**src/rtl/uc_pkg.sv**
```systemverilog
// Shared definitions for the sequential control unit: register-control and
// ALU encodings, opcode constants, FSM state type and a small decode helper.
// Imported by uc_rep_counter and unidade_de_controle_seq.
package uc_pkg;

   // Register-control field encodings (tx/ty/tz)
   localparam int CTL_HOLD   = 0;
   localparam int CTL_LOAD   = 1;
   localparam int CTL_SHIFTR = 2;
   localparam int CTL_SHIFTL = 3;
   localparam int CTL_RESET  = 4;

   // ALU control encodings (tula)
   localparam int ALU_HOLD = 0;
   localparam int ALU_ADD  = 1;

   // Opcodes, decoded from the low three opcode bits only
   localparam logic [2:0] OP_CLRLD   = 3'b000;
   localparam logic [2:0] OP_ADDLD   = 3'b001;
   localparam logic [2:0] OP_ADD     = 3'b010;
   localparam logic [2:0] OP_DIV2N   = 3'b011;
   localparam logic [2:0] OP_DISPLAY = 3'b100;
   localparam logic [2:0] OP_MUL2N   = 3'b101;
   localparam logic [2:0] OP_CLRALL  = 3'b110;
   localparam logic [2:0] OP_NOP     = 3'b111;

   typedef enum logic {
      ST_IDLE = 1'b0,
      ST_EXEC = 1'b1
   } state_t;

   // Shift opcodes are the only multi-cycle instructions
   function automatic logic is_shift(input logic [2:0] op);
      return (op == OP_DIV2N) || (op == OP_MUL2N);
   endfunction

endpackage

```
**src/rtl/uc_rep_counter.sv**
```systemverilog
// Repeat counter: holds the number of execute cycles still to run, including
// the current one. Ports: clk, rst (sync, active-high), load/load_val (start a
// new instruction), dec (advance one cycle), last (current cycle is final).
module uc_rep_counter
   import uc_pkg::*;
#(
   parameter int CNTW = 4
) (
   input  logic            clk,
   input  logic            rst,
   input  logic            load,
   input  logic [CNTW-1:0] load_val,
   input  logic            dec,
   output logic            last
);

   logic [CNTW-1:0] cnt;

   always_ff @(posedge clk) begin
      if (rst) begin
         cnt <= '0;
      end else if (load) begin
         cnt <= load_val;
      end else if (dec && (cnt != '0)) begin
         cnt <= cnt - CNTW'(1);
      end
   end

   assign last = (cnt == CNTW'(1));

endmodule

```
**src/rtl/unidade_de_controle_seq.sv**
```systemverilog
// Sequential control unit: accepts one instruction at a time when idle and
// drives registered register/ALU control fields for one or more execute cycles.
// Ports: clk, rst (sync, active-high), instr_valid/instr_ready handshake,
// opcode/count/status (sampled on accept), tx/ty/tz/tula controls,
// done (final execute cycle), skipped (instruction suppressed, with done).
// Optional build macro UC_STATUS_GATE_EN: ADDLD/ADD accepted with status==1
// run as a single all-HOLD cycle flagged with skipped.
module unidade_de_controle_seq
   import uc_pkg::*;
#(
   parameter int OPW  = 3,
   parameter int CNTW = 4,
   parameter int CTW  = 3
) (
   input  logic            clk,
   input  logic            rst,
   input  logic            instr_valid,
   output logic            instr_ready,
   input  logic [OPW-1:0]  opcode,
   input  logic [CNTW-1:0] count,
   input  logic            status,
   output logic [CTW-1:0]  tx,
   output logic [CTW-1:0]  ty,
   output logic [CTW-1:0]  tz,
   output logic [CTW-1:0]  tula,
   output logic            done,
   output logic            skipped
);

   localparam logic [CTW-1:0] HOLD = CTW'(CTL_HOLD);

   state_t          state, state_nxt;
   logic [CTW-1:0]  tx_q, ty_q, tz_q, tula_q;
   logic [CTW-1:0]  tx_n, ty_n, tz_n, tula_n;
   logic            skip_q, skip_n;

   // Decoded view of the offered instruction
   logic [2:0]      op;
   logic [CTW-1:0]  tx_d, ty_d, tz_d, tula_d;
   logic [CNTW-1:0] len_d;
   logic            skip_d;

   logic            accept;
   logic            cnt_load, cnt_dec, cnt_last;

   assign op          = opcode[2:0];
   assign instr_ready = (state == ST_IDLE);
   assign accept      = instr_valid && instr_ready;

   // Suppression decision for the status-gated build
`ifdef UC_STATUS_GATE_EN
   assign skip_d = status && ((op == OP_ADDLD) || (op == OP_ADD));
`else
   // status has no effect in this build
   assign skip_d = status & 1'b0;
`endif

   always_comb begin
      tx_d   = HOLD;
      ty_d   = HOLD;
      tz_d   = HOLD;
      tula_d = CTW'(ALU_HOLD);
      // A zero count on a shift still runs one cycle
      len_d  = (is_shift(op) && (count != '0)) ? count : CNTW'(1);
      if (!skip_d) begin
         case (op)
            OP_CLRLD: begin
               ty_d = CTW'(CTL_RESET);
               tx_d = CTW'(CTL_LOAD);
               tz_d = CTW'(CTL_RESET);
            end
            OP_ADDLD: begin
               ty_d   = CTW'(CTL_LOAD);
               tx_d   = CTW'(CTL_LOAD);
               tula_d = CTW'(ALU_ADD);
            end
            OP_ADD: begin
               ty_d   = CTW'(CTL_LOAD);
               tula_d = CTW'(ALU_ADD);
            end
            OP_DIV2N:   ty_d = CTW'(CTL_SHIFTR);
            OP_DISPLAY: tz_d = CTW'(CTL_LOAD);
            OP_MUL2N:   ty_d = CTW'(CTL_SHIFTL);
            OP_CLRALL: begin
               tx_d = CTW'(CTL_RESET);
               ty_d = CTW'(CTL_RESET);
               tz_d = CTW'(CTL_RESET);
            end
            default: ;  // NOP: everything holds
         endcase
      end
   end

   // Next-state and next-control logic. Controls are loaded on the accept
   // edge so they are already valid in the first execute cycle.
   always_comb begin
      state_nxt = state;
      tx_n      = tx_q;
      ty_n      = ty_q;
      tz_n      = tz_q;
      tula_n    = tula_q;
      skip_n    = skip_q;
      cnt_load  = 1'b0;
      cnt_dec   = 1'b0;
      case (state)
         ST_IDLE: begin
            tx_n   = HOLD;
            ty_n   = HOLD;
            tz_n   = HOLD;
            tula_n = CTW'(ALU_HOLD);
            skip_n = 1'b0;
            if (accept) begin
               state_nxt = ST_EXEC;
               tx_n      = tx_d;
               ty_n      = ty_d;
               tz_n      = tz_d;
               tula_n    = tula_d;
               skip_n    = skip_d;
               cnt_load  = 1'b1;
            end
         end
         ST_EXEC: begin
            if (cnt_last) begin
               state_nxt = ST_IDLE;
               tx_n      = HOLD;
               ty_n      = HOLD;
               tz_n      = HOLD;
               tula_n    = CTW'(ALU_HOLD);
               skip_n    = 1'b0;
            end else begin
               cnt_dec = 1'b1;
            end
         end
         default: state_nxt = ST_IDLE;
      endcase
   end

   always_ff @(posedge clk) begin
      if (rst) begin
         state  <= ST_IDLE;
         tx_q   <= HOLD;
         ty_q   <= HOLD;
         tz_q   <= HOLD;
         tula_q <= CTW'(ALU_HOLD);
         skip_q <= 1'b0;
      end else begin
         state  <= state_nxt;
         tx_q   <= tx_n;
         ty_q   <= ty_n;
         tz_q   <= tz_n;
         tula_q <= tula_n;
         skip_q <= skip_n;
      end
   end

   uc_rep_counter #(.CNTW(CNTW)) u_rep_counter (
      .clk      (clk),
      .rst      (rst),
      .load     (cnt_load),
      .load_val (len_d),
      .dec      (cnt_dec),
      .last     (cnt_last)
   );

   assign tx      = tx_q;
   assign ty      = ty_q;
   assign tz      = tz_q;
   assign tula    = tula_q;
   // Both derive from registered state only
   assign done    = (state == ST_EXEC) && cnt_last;
   assign skipped = done && skip_q;

endmodule

```
**config.mk**
```make
export PLATFORM = sky130hd
export DESIGN_NAME = unidade_de_controle_seq
export DESIGN_NICKNAME = d
export VERILOG_FILES = /design/src/rtl/uc_pkg.sv /design/src/rtl/uc_rep_counter.sv /design/src/rtl/unidade_de_controle_seq.sv
export SDC_FILE = /design/constraint.sdc
export NUM_CORES = 1
export LEC_CHECK = 0
export BUFFER_PORTS_ARGS = -buffer_cell sky130_fd_sc_hd__buf_2
export CORE_MARGIN = 3
export CORE_UTILIZATION = 46
export DETAILED_ROUTE_END_ITERATION = 12
export PLACE_DENSITY = 0.74
export SETUP_SLACK_MARGIN = 0.4
export SYNTH_ARGS = -nofsm -noshare
export SYNTH_HDL_FRONTEND = slang
export SYNTH_SLANG_ARGS = --single-unit
```
**constraint.sdc**
```tcl
create_clock -name clk -period 2.2 [get_ports clk]
set_clock_uncertainty 0.05 [all_clocks]
set_input_delay 0.11 -clock clk [delete_from_list [all_inputs] [get_ports clk]]
set_output_delay 0.11 -clock clk [all_outputs]
set_load 0.005 [all_outputs]
```
# --- After elaboration in Yosys (flattened, before gate mapping) ---
# Index checks and enable logic that the tools add are counted.
# Widths: inputs -> output; s select.
word_totals:
  in_bits: 11
  out_inout_bits: 15
  reg_bits: 18
  wordCells: 53
op_classes:
  n_reduce_logical: 13
  bitwise_logic: 1
  n_eq_ne: 8
  muxes: 23
  add_sub_neg: 1
op_table:
  columns: ["operator", "n"]
  rows:
  - ["$pmux 3 s2", 6]
  - ["$mux 3", 5]
  - ["$mux 4", 3]
  - ["$pmux 3 s4", 1]
  - ["$eq 3x3->1 const B", 3]
  - ["$reduce_bool 4->1", 2]
  - ["$eq 3x2->1 const B", 2]
  - ["$mux 1", 6]
  - ["$reduce_or 2->1", 3]
  - ["$logic_and 1x1->1", 5]
  - ["$eq 4x1->1 const B", 1]
  - ["$pmux 1 s2", 2]
  - ["$sub 4x1->4 const B", 1]
  - ["$eq 3x1->1 const B", 1]
  - ["$logic_not 3->1", 1]
  - ["$ne 2x1->1 const B", 1]
  - ["$reduce_bool 2->1", 1]
  - ["$logic_or 1x1->1", 1]
  - ["$not 1->1", 1]

# --- Logic depth before layout (Yosys ltp) ---
logic_depth:
  ltp_word: 6
  mapped_depth: 6

# --- Cells and area by module ---
# Synthesis repeated with hierarchy kept, for this count alone.
unflattened:
  cells_unflattened: 90
  hier_area_um2: 744.5
modules_own_cells:
  columns: ["module", "cells_per_inst", "n_inst", "area_each_um2", "seq_area_each_um2"]
  rows:
  - ["unidade_de_controle_seq", 57, 1, 457.9, 180.2]
  - ["uc_rep_counter", 33, 1, 286.5, 80.1]

# --- Worst setup path before layout ---
# OpenSTA, ideal clock, no wires.
synth_timing:
  kind: "register -> register"
  startpoint: "register u_rep_counter.cnt[0]"
  endpoint: "register u_rep_counter.cnt[0]"
  slack_ps: 600
  arrival_time_ps: 1447
  setup_time_ps: 103
  period_less_slack_ps: 1600
  path_stages_with_launch: 7
  path_cell_list: "dfxtp_1 inv_1 ha_1 or2_4 a31oi_4 nor2_1 a2111oi_2"
synth_via:
  elab_chain_len: 5
  word_cells_on_any_way: 9
synth_lines:
  columns: ["element", "line_no", "text"]
  rows:
  - ["start, declared", "uc_rep_counter.sv:17", "logic [CNTW-1:0] cnt;"]
  - ["start signal, assigned", "uc_rep_counter.sv:23", "cnt <= load_val;"]
  - ["start signal, assigned", "uc_rep_counter.sv:25", "cnt <= cnt - CNTW'(1);"]
  - ["parallel branches: the longest is 5 deep, another holds $sub 4x1->4", null, null]
# Parallel ways; which one is timed is not known. The select of a mux whose other input is x is not followed.
# A chain may end at the register's enable or synchronous reset.

# --- Worst setup path after layout ---
# Same ends and word-level chain as after synthesis.

==> metrics.yaml <==
worst_setup_path:
  crit_fanout: 5
  setup.worst_path.start: "u_rep_counter.cnt[0]"
  timing.rr.end: "u_rep_counter.cnt[0]"
  reg2reg_from: "u_rep_counter.cnt[0]"
  r2r_slack_ps: 550
  crit_type: "reg -> reg"
  startpoint_type: "flip-flop"
  crit_chain: "inv_1 -> ha_1 -> or2_4 -> a31oi_4 -> nor2_1 -> a2111oi_2"
  cp-end-kind: "flip-flop"
  max_stage_delay_ps: 360
  cp.required_ps: 2320
  worstPathArrival_ps: 1770
  crit_slowest_cell: "dfxtp_2"
  ff2ff_path_depth: 6
placement:
  place_ws_ps: 482
  hpwl_mm: 1.07
  place.gp.congestion: 0.730
  dp_cells: 113
  port_buffers: 19
  dpl-instance-area_um2: 777
cells_and_area:
  drive_above_1_share: 0.284
  final_util: 0.596
  area_delta_synth_final_pct: 15.9
  nets: 116
  regArea_um2: 262
  num-fill-cells: 137
  multiInputGateArea_um2: 392
  instances_no_fill: 117
  n_antenna_cell: 0
  final_cell_area_um2: 805
timing:
  rsz0062_at_grt: "no"
  min_period_over_period: 0.751
  setup_viol: 0
  drv_slew: 0
  timing.fmax_ghz: 0.605
  finalCriticalPeriod_ps: 1650
  timing.hold.ws_ps: 62.6
  fin_tns_setup_ps: 0
  finalHoldViolCount: 0
  fin_ws_ps: 548
drt:
  post_drt_wl_per_cell_um: 11.7
  num_vias: 611
  routed_via_density: 5.22
  wirelength_mm: 1.36
  dr.pass1.iters: 2
  ant_nets: 0
  drtIter0Drc: 7
  drc: 0
grt:
  grt_pass1_wl_mm: 2.28
  grt_max_degree: 14
  grt_util_met1: 0.213
  grt_pass1_vias: 536
  use_met3: 0.0757
  grt.busiest_layer: "met2"
  grt_usage: 0.154
  met2_usage: 0.223
  antenna_found_initial: 0
  gr-total-overflow: 0
synthesis:
  ys.warnings.count: 0
  avgSynthCellArea_um2: 8.47
  yosysSeqAreaShare: 0.375
  synth_cell_type_count: 32
  synth-seq-cells: 13
  synth_cells: 82
  netlist_area_um2: 694
pwr:
  leakage_nw: 0.350
  vdd_ir_drop_max_uv: 471
  p_per_area_mw_per_mm2: 687
  p_total_uw: 552
die:
  dieWidth_um: 44.9
  die-area_mm2: 0.00201
  io_pins: 26
  rows: 13
  start_util: 0.514
  core_mm2: 0.00135
  die_h_um: 44.9
clocking:
  clock_latency_ps: 270
  cts.sinks: 13
  clk_path_buf_depth: 2
  hold_buffers: 0
  numCtsBuffers: 3
  cts_tree: "done"
  clkSlewWorstSetupHoldPaths_ps: 70
  cts_max_level: 1
  cts_root_buf: "clkbuf_4"
job:
  drv_cap: 0
status:
  run_status: "finished, final reports clean"
hold_path:
  hold_start: "count[1]"
  min_to: "u_rep_counter.cnt[1]"
  hold_class: "in -> reg"
  hold_depth: 3
[layout make-up]
| type | instances | area share |
|---|---|---|
| timing repair buffer | 19 | 0.118 |
| multi-input combinational | 63 | 0.487 |
| clock buffer | 4 | 0.0327 |
| tap | 15 | 0.0233 |
| inverter | 3 | 0.0140 |
| sequential | 13 | 0.325 |
[metal layers]
metal / up-vias / share of wire
li1: 315 / -
met1: 275 / 0.45
met2: 21 / 0.46
met3: 0 / 0.090
met4: 0 / 0
met5: - / 0
[worst max path at each step]
stage | to | slack (ps) | cells past startpoint
floorplan | u_rep_counter.cnt[0] | 600 | 6
finish | u_rep_counter.cnt[0] | 550 | 6
global placement | u_rep_counter.cnt[0] | 520 | 6
global route | u_rep_counter.cnt[0] | 420 | 6
CTS | u_rep_counter.cnt[0] | 450 | 6
detailed placement | u_rep_counter.cnt[0] | 480 | 6
[worst max-delay path: cells and delay by family, from the launching register on]
family          cells  cell delay (ps)
simple gates        2              350
fa+ha+maj           1              230
flops               1              360
buf+inv             1               60
compound gates      2              510
[cell usage in the layout, fill, tap and decap left out]
cell | Yosys | routed
nor3b_1 | 1 | 1
conb_1 | 1 | 5
xor2_1 | 2 | 2
a2111oi_2 | 1 | 1
ha_1 | 2 | 2
nand3_1 | 1 | 1
dfxtp_2 | 0 | 1
o21bai_1 | 1 | 1
a211oi_1 | 2 | 2
and3_4 | 1 | 1
clkbuf_1 | 1 | 1
a221oi_1 | 1 | 1
nand2b_1 | 2 | 2
a21oi_2 | 1 | 1
xnor2_1 | 1 | 1
nor2b_1 | 2 | 2
a21oi_1 | 8 | 8
o21ai_0 | 1 | 1
inv_1 | 3 | 3
or2_4 | 1 | 1
clkbuf_4 | 0 | 3
buf_2 | 1 | 19
or3_1 | 1 | 1
a31oi_4 | 1 | 1
nand4b_1 | 1 | 1
nor4b_1 | 1 | 1
dfxtp_1 | 13 | 12
a311oi_1 | 1 | 1
nor3_1 | 4 | 4
nand2_1 | 5 | 5
and3_1 | 1 | 1
nor2_1 | 14 | 14
a22oi_2 | 1 | 1
[cell usage after synthesis]
cell type | n | area, um^2
xnor2_1 | 1 | 8.76
a311oi_1 | 1 | 8.76
ha_1 | 2 | 25.0
a31oi_4 | 1 | 21.3
nor3_1 | 4 | 20.0
nand3_1 | 1 | 5.00
nor2_1 | 14 | 52.6
and3_1 | 1 | 6.26
dfxtp_1 | 13 | 260
a21oi_1 | 8 | 40.0
and3_4 | 1 | 11.3
o21ai_0 | 1 | 5.00
nand2_1 | 5 | 18.8
or3_1 | 1 | 6.26
conb_1 | 1 | 3.75
buf_2 | 1 | 5.00
clkbuf_1 | 1 | 3.75
nand4b_1 | 1 | 8.76
or2_4 | 1 | 8.76
a21oi_2 | 1 | 8.76
buf_4 | 5 | 37.5
o21bai_1 | 1 | 7.51
inv_1 | 3 | 11.3
a2111oi_2 | 1 | 15.0
nand2b_1 | 2 | 12.5
xor2_1 | 2 | 17.5
a211oi_1 | 2 | 15.0
a221oi_1 | 1 | 8.76
nor2b_1 | 2 | 12.5
nor3b_1 | 1 | 7.51
nor4b_1 | 1 | 8.76
a22oi_2 | 1 | 12.5
[sequential cells by signal (all words and copies together) (netlist names)]
register and count:
tx 2, state 1, tula 1, ty 3
tz 2, u_rep_counter.cnt 4
[cells by family after synthesis]
logic type / Yosys count / synth area share
AO/OA/AOI/OAI: 18 / 0.205
AND/OR/NAND/NOR: 35 / 0.258
XOR/XNOR: 3 / 0.0378
buffers and inverters: 10 / 0.0829
flip-flops: 13 / 0.375
adder cells (fa/ha/maj): 2 / 0.0360
other: 1 / 0.00540
[timing repair]
action                                 CTS  global route
setup endpoints to repair                0             1
setup buffers                            0             0
endpoints found under the hold margin    0             0
resized for setup                        0             1
[report_power, final]
group | internal, mW | leakage [nW] | switching, mW | total, mW
Combinational | 0.0612 | 0.228 | 0.0782 | 0.139
Sequential | 0.253 | 0.107 | 0.0157 | 0.268
Clock | 0.0702 | 0.0150 | 0.0746 | 0.145
(Power assumes the default switching activity.)
